[config.mk]
export PLATFORM = sky130hd
export DESIGN_NAME = lp_clk_seq_flat
export DESIGN_NICKNAME = d
export VERILOG_FILES = /design/src/rtl/lp_clk_seq_if.sv /design/src/rtl/lp_clk_seq.sv /design/src/flat_wrapper.sv
export SDC_FILE = /design/constraint.sdc
export NUM_CORES = 1
export LEC_CHECK = 0
export ABC_AREA = 1
export CORE_UTILIZATION = 35
export DETAILED_ROUTE_END_ITERATION = 12
export PLACE_DENSITY = 0.54
export SLEW_MARGIN = 5
export SYNTH_ARGS = -nofsm -noshare
export SYNTH_HDL_FRONTEND = slang
export SYNTH_SLANG_ARGS = --single-unit
[constraint.sdc]
create_clock -name clk_i -period 3.85 [get_ports clk_i]
set_input_delay 0.5775 -clock clk_i [delete_from_list [all_inputs] [get_ports clk_i]]
set_output_delay 0.5775 -clock clk_i [all_outputs]
set_load 0.02 [all_outputs]
[src/rtl/lp_clk_seq_if.sv]
// Purpose: request/acknowledge and control bundle between a power manager and lp_clk_seq.
// Latency: wires only; all timing is owned by the sequencer.
// Backpressure: four-phase req/ack level handshake, no credits.
interface lp_clk_seq_if;
  logic       req_i;
  logic       ack_o;
  logic       div_rst_no;
  logic       gate_en_o;
  logic       core_rst_o;
  logic       busy_o;
  logic [2:0] state_o;

  // Requester side: raises/drops req, observes everything else.
  modport master (
    output req_i,
    input  ack_o, div_rst_no, gate_en_o, core_rst_o, busy_o, state_o
  );

  // Sequencer side.
  modport slave (
    input  req_i,
    output ack_o, div_rst_no, gate_en_o, core_rst_o, busy_o, state_o
  );
endinterface

[src/rtl/lp_clk_seq.sv]
// Purpose: orders divider reset, clock-gate enable and divided-domain reset for the quadrature divider.
// Latency: ack after LOCK_CYCLES+RST_HOLD edges on bring-up; ack drops DRAIN_CYCLES+1 edges after req falls.
// Backpressure: four-phase handshake; a req change mid-sequence is honoured only at the defined abort points.
module lp_clk_seq #(
  parameter int LOCK_CYCLES  = 8,
  parameter int RST_HOLD     = 4,
  parameter int DRAIN_CYCLES = 4,
  parameter int CNT_W        = 8
) (
  input  logic         clk_i,
  input  logic         rst_i,
  lp_clk_seq_if.slave  bus
);

  typedef enum logic [2:0] {
    S_OFF     = 3'd0,
    S_WAKE    = 3'd1,
    S_GATE    = 3'd2,
    S_RUN     = 3'd3,
    S_QUIESCE = 3'd4,
    S_STOP    = 3'd5
  } state_t;

  typedef struct packed {
    logic ack;
    logic div_rst_n;
    logic gate_en;
    logic core_rst;
    logic busy;
  } outs_t;

  localparam longint MAX_CYC = longint'(1) << CNT_W;

  // Reject cycle counts the down counter cannot represent.
  if (LOCK_CYCLES < 1 || longint'(LOCK_CYCLES) > MAX_CYC) begin : g_bad_lock
    $error("lp_clk_seq: LOCK_CYCLES out of range 1..2^CNT_W");
  end
  if (RST_HOLD < 1 || longint'(RST_HOLD) > MAX_CYC) begin : g_bad_hold
    $error("lp_clk_seq: RST_HOLD out of range 1..2^CNT_W");
  end
  if (DRAIN_CYCLES < 1 || longint'(DRAIN_CYCLES) > MAX_CYC) begin : g_bad_drain
    $error("lp_clk_seq: DRAIN_CYCLES out of range 1..2^CNT_W");
  end

  localparam logic [CNT_W-1:0] LOCK_LD  = CNT_W'(LOCK_CYCLES - 1);
  localparam logic [CNT_W-1:0] HOLD_LD  = CNT_W'(RST_HOLD - 1);
  localparam logic [CNT_W-1:0] DRAIN_LD = CNT_W'(DRAIN_CYCLES - 1);
  localparam logic [CNT_W-1:0] CNT_ONE  = CNT_W'(1);

  // Output pattern of each state; registered alongside the state so no output
  // has a combinational path from req_i.
  function automatic outs_t decode(input state_t s);
    outs_t o;
    case (s)
      S_OFF:     o = '{ack: 1'b0, div_rst_n: 1'b0, gate_en: 1'b0, core_rst: 1'b1, busy: 1'b0};
      S_WAKE:    o = '{ack: 1'b0, div_rst_n: 1'b1, gate_en: 1'b0, core_rst: 1'b1, busy: 1'b1};
      S_GATE:    o = '{ack: 1'b0, div_rst_n: 1'b1, gate_en: 1'b1, core_rst: 1'b1, busy: 1'b1};
      S_RUN:     o = '{ack: 1'b1, div_rst_n: 1'b1, gate_en: 1'b1, core_rst: 1'b0, busy: 1'b0};
      S_QUIESCE: o = '{ack: 1'b1, div_rst_n: 1'b1, gate_en: 1'b1, core_rst: 1'b1, busy: 1'b1};
      S_STOP:    o = '{ack: 1'b1, div_rst_n: 1'b0, gate_en: 1'b0, core_rst: 1'b1, busy: 1'b1};
      default:   o = '{ack: 1'b0, div_rst_n: 1'b0, gate_en: 1'b0, core_rst: 1'b1, busy: 1'b0};
    endcase
    return o;
  endfunction

  state_t           state;
  outs_t            outs;
  logic [CNT_W-1:0] cnt;

  // Sequencer FSM: req drop aborts take priority over counter expiry; the
  // counter loads on entry to each timed state and the state exits when it hits 0.
  always_ff @(posedge clk_i or posedge rst_i) begin
    if (rst_i) begin
      state <= S_OFF;
      cnt   <= '0;
      outs  <= decode(S_OFF);
    end else begin
      case (state)
        S_OFF: begin
          if (bus.req_i) begin
            state <= S_WAKE;
            cnt   <= LOCK_LD;
            outs  <= decode(S_WAKE);
          end
        end
        S_WAKE: begin
          if (!bus.req_i) begin
            // Gate never opened, so there is nothing to drain.
            state <= S_STOP;
            outs  <= decode(S_STOP);
          end else if (cnt == '0) begin
            state <= S_GATE;
            cnt   <= HOLD_LD;
            outs  <= decode(S_GATE);
          end else begin
            cnt <= cnt - CNT_ONE;
          end
        end
        S_GATE: begin
          if (!bus.req_i) begin
            state <= S_QUIESCE;
            cnt   <= DRAIN_LD;
            outs  <= decode(S_QUIESCE);
          end else if (cnt == '0) begin
            state <= S_RUN;
            outs  <= decode(S_RUN);
          end else begin
            cnt <= cnt - CNT_ONE;
          end
        end
        S_RUN: begin
          if (!bus.req_i) begin
            state <= S_QUIESCE;
            cnt   <= DRAIN_LD;
            outs  <= decode(S_QUIESCE);
          end
        end
        S_QUIESCE: begin
          // A re-raised req cannot cancel the drain; it is picked up from OFF.
          if (cnt == '0) begin
            state <= S_STOP;
            outs  <= decode(S_STOP);
          end else begin
            cnt <= cnt - CNT_ONE;
          end
        end
        S_STOP: begin
          state <= S_OFF;
          outs  <= decode(S_OFF);
        end
        default: begin
          state <= S_STOP;
          outs  <= decode(S_STOP);
        end
      endcase
    end
  end

  assign bus.ack_o      = outs.ack;
  assign bus.div_rst_no = outs.div_rst_n;
  assign bus.gate_en_o  = outs.gate_en;
  assign bus.core_rst_o = outs.core_rst;
  assign bus.busy_o     = outs.busy;
  assign bus.state_o    = state;

endmodule

[src/flat_wrapper.sv]
// flat-port wrapper written by rule: the top's interface ports become plain ports
module lp_clk_seq_flat 
#(
  parameter int LOCK_CYCLES  = 8,
  parameter int RST_HOLD     = 4,
  parameter int DRAIN_CYCLES = 4,
  parameter int CNT_W        = 8
)
  (clk_i, rst_i, bus_req_i, bus_ack_o, bus_div_rst_no, bus_gate_en_o, bus_core_rst_o, bus_busy_o, bus_state_o);
  lp_clk_seq_if bus_i ();
  input  logic clk_i;
  input  logic rst_i;
  input wire logic [$bits(bus_i.req_i)-1:0] bus_req_i;
  output wire logic [$bits(bus_i.ack_o)-1:0] bus_ack_o;
  output wire logic [$bits(bus_i.div_rst_no)-1:0] bus_div_rst_no;
  output wire logic [$bits(bus_i.gate_en_o)-1:0] bus_gate_en_o;
  output wire logic [$bits(bus_i.core_rst_o)-1:0] bus_core_rst_o;
  output wire logic [$bits(bus_i.busy_o)-1:0] bus_busy_o;
  output wire logic [$bits(bus_i.state_o)-1:0] bus_state_o;
  assign bus_i.req_i = bus_req_i;
  assign bus_ack_o = bus_i.ack_o;
  assign bus_div_rst_no = bus_i.div_rst_no;
  assign bus_gate_en_o = bus_i.gate_en_o;
  assign bus_core_rst_o = bus_i.core_rst_o;
  assign bus_busy_o = bus_i.busy_o;
  assign bus_state_o = bus_i.state_o;
  lp_clk_seq #(.LOCK_CYCLES(LOCK_CYCLES), .RST_HOLD(RST_HOLD), .DRAIN_CYCLES(DRAIN_CYCLES), .CNT_W(CNT_W)) u_core (.clk_i(clk_i), .rst_i(rst_i), .bus(bus_i));
endmodule
==> impl_metrics.tcl <==
set metrics [dict create \
    max_freq_mhz 471 \
    postSynthCellCount 173 \
    cts_tree "done" \
    crit_chain "clkdlybuf4s50_1" \
    ctsHoldBuffers 0 \
    cts_buffer_depth 2 \
    dieArea_sq_mm 0.00357 \
    pwr-share-comb_pct 62.3 \
    grt_max_degree 18 \
    ys_seq_area_share_pct 34.4 \
    grt_pass1_wl_um 4340 \
    insertion_delay_ps 300 \
    antenna_cells 0 \
    ctsRootBufferMaster "clkbuf_4" \
    design_area_sq_mm 0.00132 \
    die_y_um 59.7 \
    synth.avg_cell_area_sq_um 6.74 \
    fp.dieW_um 59.7 \
    crit_arrival_ps 1550 \
    fin_skew_ps 7.20 \
    core_sq_mm 0.00310 \
    fin_nets 190 \
    clock_sinks 16 \
    grt_pass1_vias 968 \
    max_slew.worst_pin.slew_ps 623 \
    relSlewSlack_pct 58.4 \
    rsz0062_at_grt "false" \
    final_max_slew_viol_count 0 \
    synth.distinct_cells 23 \
    drc_errors 0 \
    max_stage_delay_ps 680 \
    fin_util_pct 42.5 \
    num_io_pins 11 \
    ir_worst_vdd_mv 0.232 \
    cp-end-kind "output pin" \
    period_needed_ps 2120 \
    cts_resized 0 \
    wl_um 2500 \
    critPathRequiredTime_ps 3270 \
    period_share_pct 55.2 \
    dpl_cell_area_sq_mm 0.00128 \
    power_leakage_nw 0.698 \
    place_congestion 0.924 \
    finalSetupTns_ps 0 \
    dr.pass1.iters 5 \
    outcome "finished clean" \
    startpoint_type "flop" \
    post_cts_buffers 0 \
    path_buf_inv 1 \
    syn-cell-area_sq_mm 0.00117 \
    drt_iter0_markers 37 \
    path_delay_family "buffers and inverters" \
    yosysWarningCount 0 \
    initial_core_util_pct 37.6 \
    hp-class "flop to flop" \
    finalHoldViolCount 0 \
    swShare_pct 51.8 \
    hpwl_um 1920 \
    clk_pin_slew_worst_paths_ps 100 \
    via_per_inst 4.87 \
    synth_fp_nets 179 \
    wl_per_cell_um 11.0 \
    maxCapViolations 0 \
    antenna_found_initial 0 \
    numCtsBuffers 3 \
    p_int_mw 0.588 \
    path_class "flop to output pin" \
    io_buffer_count 10 \
    cpMaxStageDelayCell "clkdlybuf4s50_1" \
    htreeDepth 1 \
    area_growth_pct 13.1 \
    hold_path_depth 2 \
    p_clk_share_pct 9.4 \
    cp.depth 1 \
    setup_violations 0 \
    final_antenna_net_count 0 \
    p_seq_share_pct 28.2 \
    grt-ovfl-total 0 \
    power_mw 1.22 \
    r2r_cells 10 \
    p_per_area_mw_per_mm2 925 \
    rows 20 \
    p_sw_mw 0.632 \
    vias 1105 \
    crit_fanout 9 \
    ys_ff_latch 16 \
    grt_usage_pct 16.4 \
    drive_gt1_share_pct 12.6 \
    r2r_slack_ps 2080 \
]
==> cell type report <==
cell class              count  area, sq um
fillers                   347         1780
multi-input cells         132          644
flip-flops and latches     16          402
repair buffers             10          100
inverters                  21         81.3
well taps                  44         55.1
clock buffers               4         36.3
==> per-stage QoR <==
stage	hold slack (ps)	setup slack, ps	cells
after floorplan	477	2230	173
after global placement	457	1710	223
after detailed placement	460	1740	223
after CTS	476	1730	227
after global routing	486	1680	227
final	471	1730	227
==> registers in the layout, indices dropped and copies added, names as in the netlist <==
signal                 count
u_core.bus.ack_o           1
u_core.bus.busy_o          1
u_core.bus.core_rst_o      1
u_core.bus.div_rst_no      1
u_core.bus.gate_en_o       1
u_core.bus.state_o         3
u_core.cnt                 8
==> logic make-up after synthesis <==
group | count (synthesis) | synth area share, %
AO/OA/AOI/OAI | 10 | 5.04
XOR/XNOR | 1 | 0.751
adder cells (fa/ha/maj) | 3 | 3.22
buffers and inverters | 25 | 10.3
flip-flops | 16 | 34.4
AND/OR/NAND/NOR | 118 | 46.2
==> Yosys cell counts, drive strengths merged <==
cell    count  area share [%]
a21boi      1            0.64
a21oi       4             1.7
a22oi       1            0.64
a31o        1            0.75
buf         3             2.9
clkbuf      1            0.43
dfrtp      15              32
dfstp       1             2.3
ha          3             3.2
inv        21             7.0
nand2      59              22
nand3      21             9.4
nand4       7             3.8
nor2       29              10
nor3        2            0.86
o21ai       3             1.3
xor2        1            0.75
==> worst paths after layout <==
| path | start | endpoint |
|---|---|---|
| setup / recovery | u_core.bus.state_o[2] | bus_state_o[2] |
| hold / removal | u_core.bus.core_rst_o | u_core.bus.core_rst_o |
| setup reg to reg | u_core.cnt[0] | u_core.cnt[0] |
| hold reg to reg | u_core.bus.core_rst_o | u_core.bus.core_rst_o |
| max in group asynchronous | rst_i | u_core.cnt[1] |
| min in group asynchronous | rst_i | u_core.cnt[0] |
==> placed cells by master, fill, tap and decap left out <==
master and instances:
a21boi_0 1, a21oi_1 4, a22oi_1 1, a31o_2 1
clkbuf_4 3, clkbuf_8 1, clkdlybuf4s50_1 10, dfrtp_1 15
dfstp_2 1, ha_1 3, inv_1 17, inv_2 3
inv_4 1, nand2_1 52, nand2_2 4, nand2_4 3
nand3_1 20, nand3_2 1, nand4_1 7, nor2_1 24
nor2_2 5, nor3_1 2, o21ai_0 3, xor2_1 1
==> per-layer routing <==
metal | track usage (%) | vias up | share of wire (%)
met3 | 2.81 | 4 | 3.6
met1 | 23.3 | 501 | 52
met5 | 0 | - | 0
met2 | 24.6 | 27 | 43
met4 | 6.98 | 0 | 1.9
li1 | - | 573 | -
==> power groups by stage <==
stage               logic (mW)  clock network (mW)  registers, mW
floorplan                0.568                   0          0.359
global placement         0.764                   0          0.348
detailed placement       0.763                   0          0.346
CTS                      0.767               0.117          0.344
global route             0.875               0.126          0.357
finish                   0.761               0.115          0.345
(Power assumes the default switching activity.)
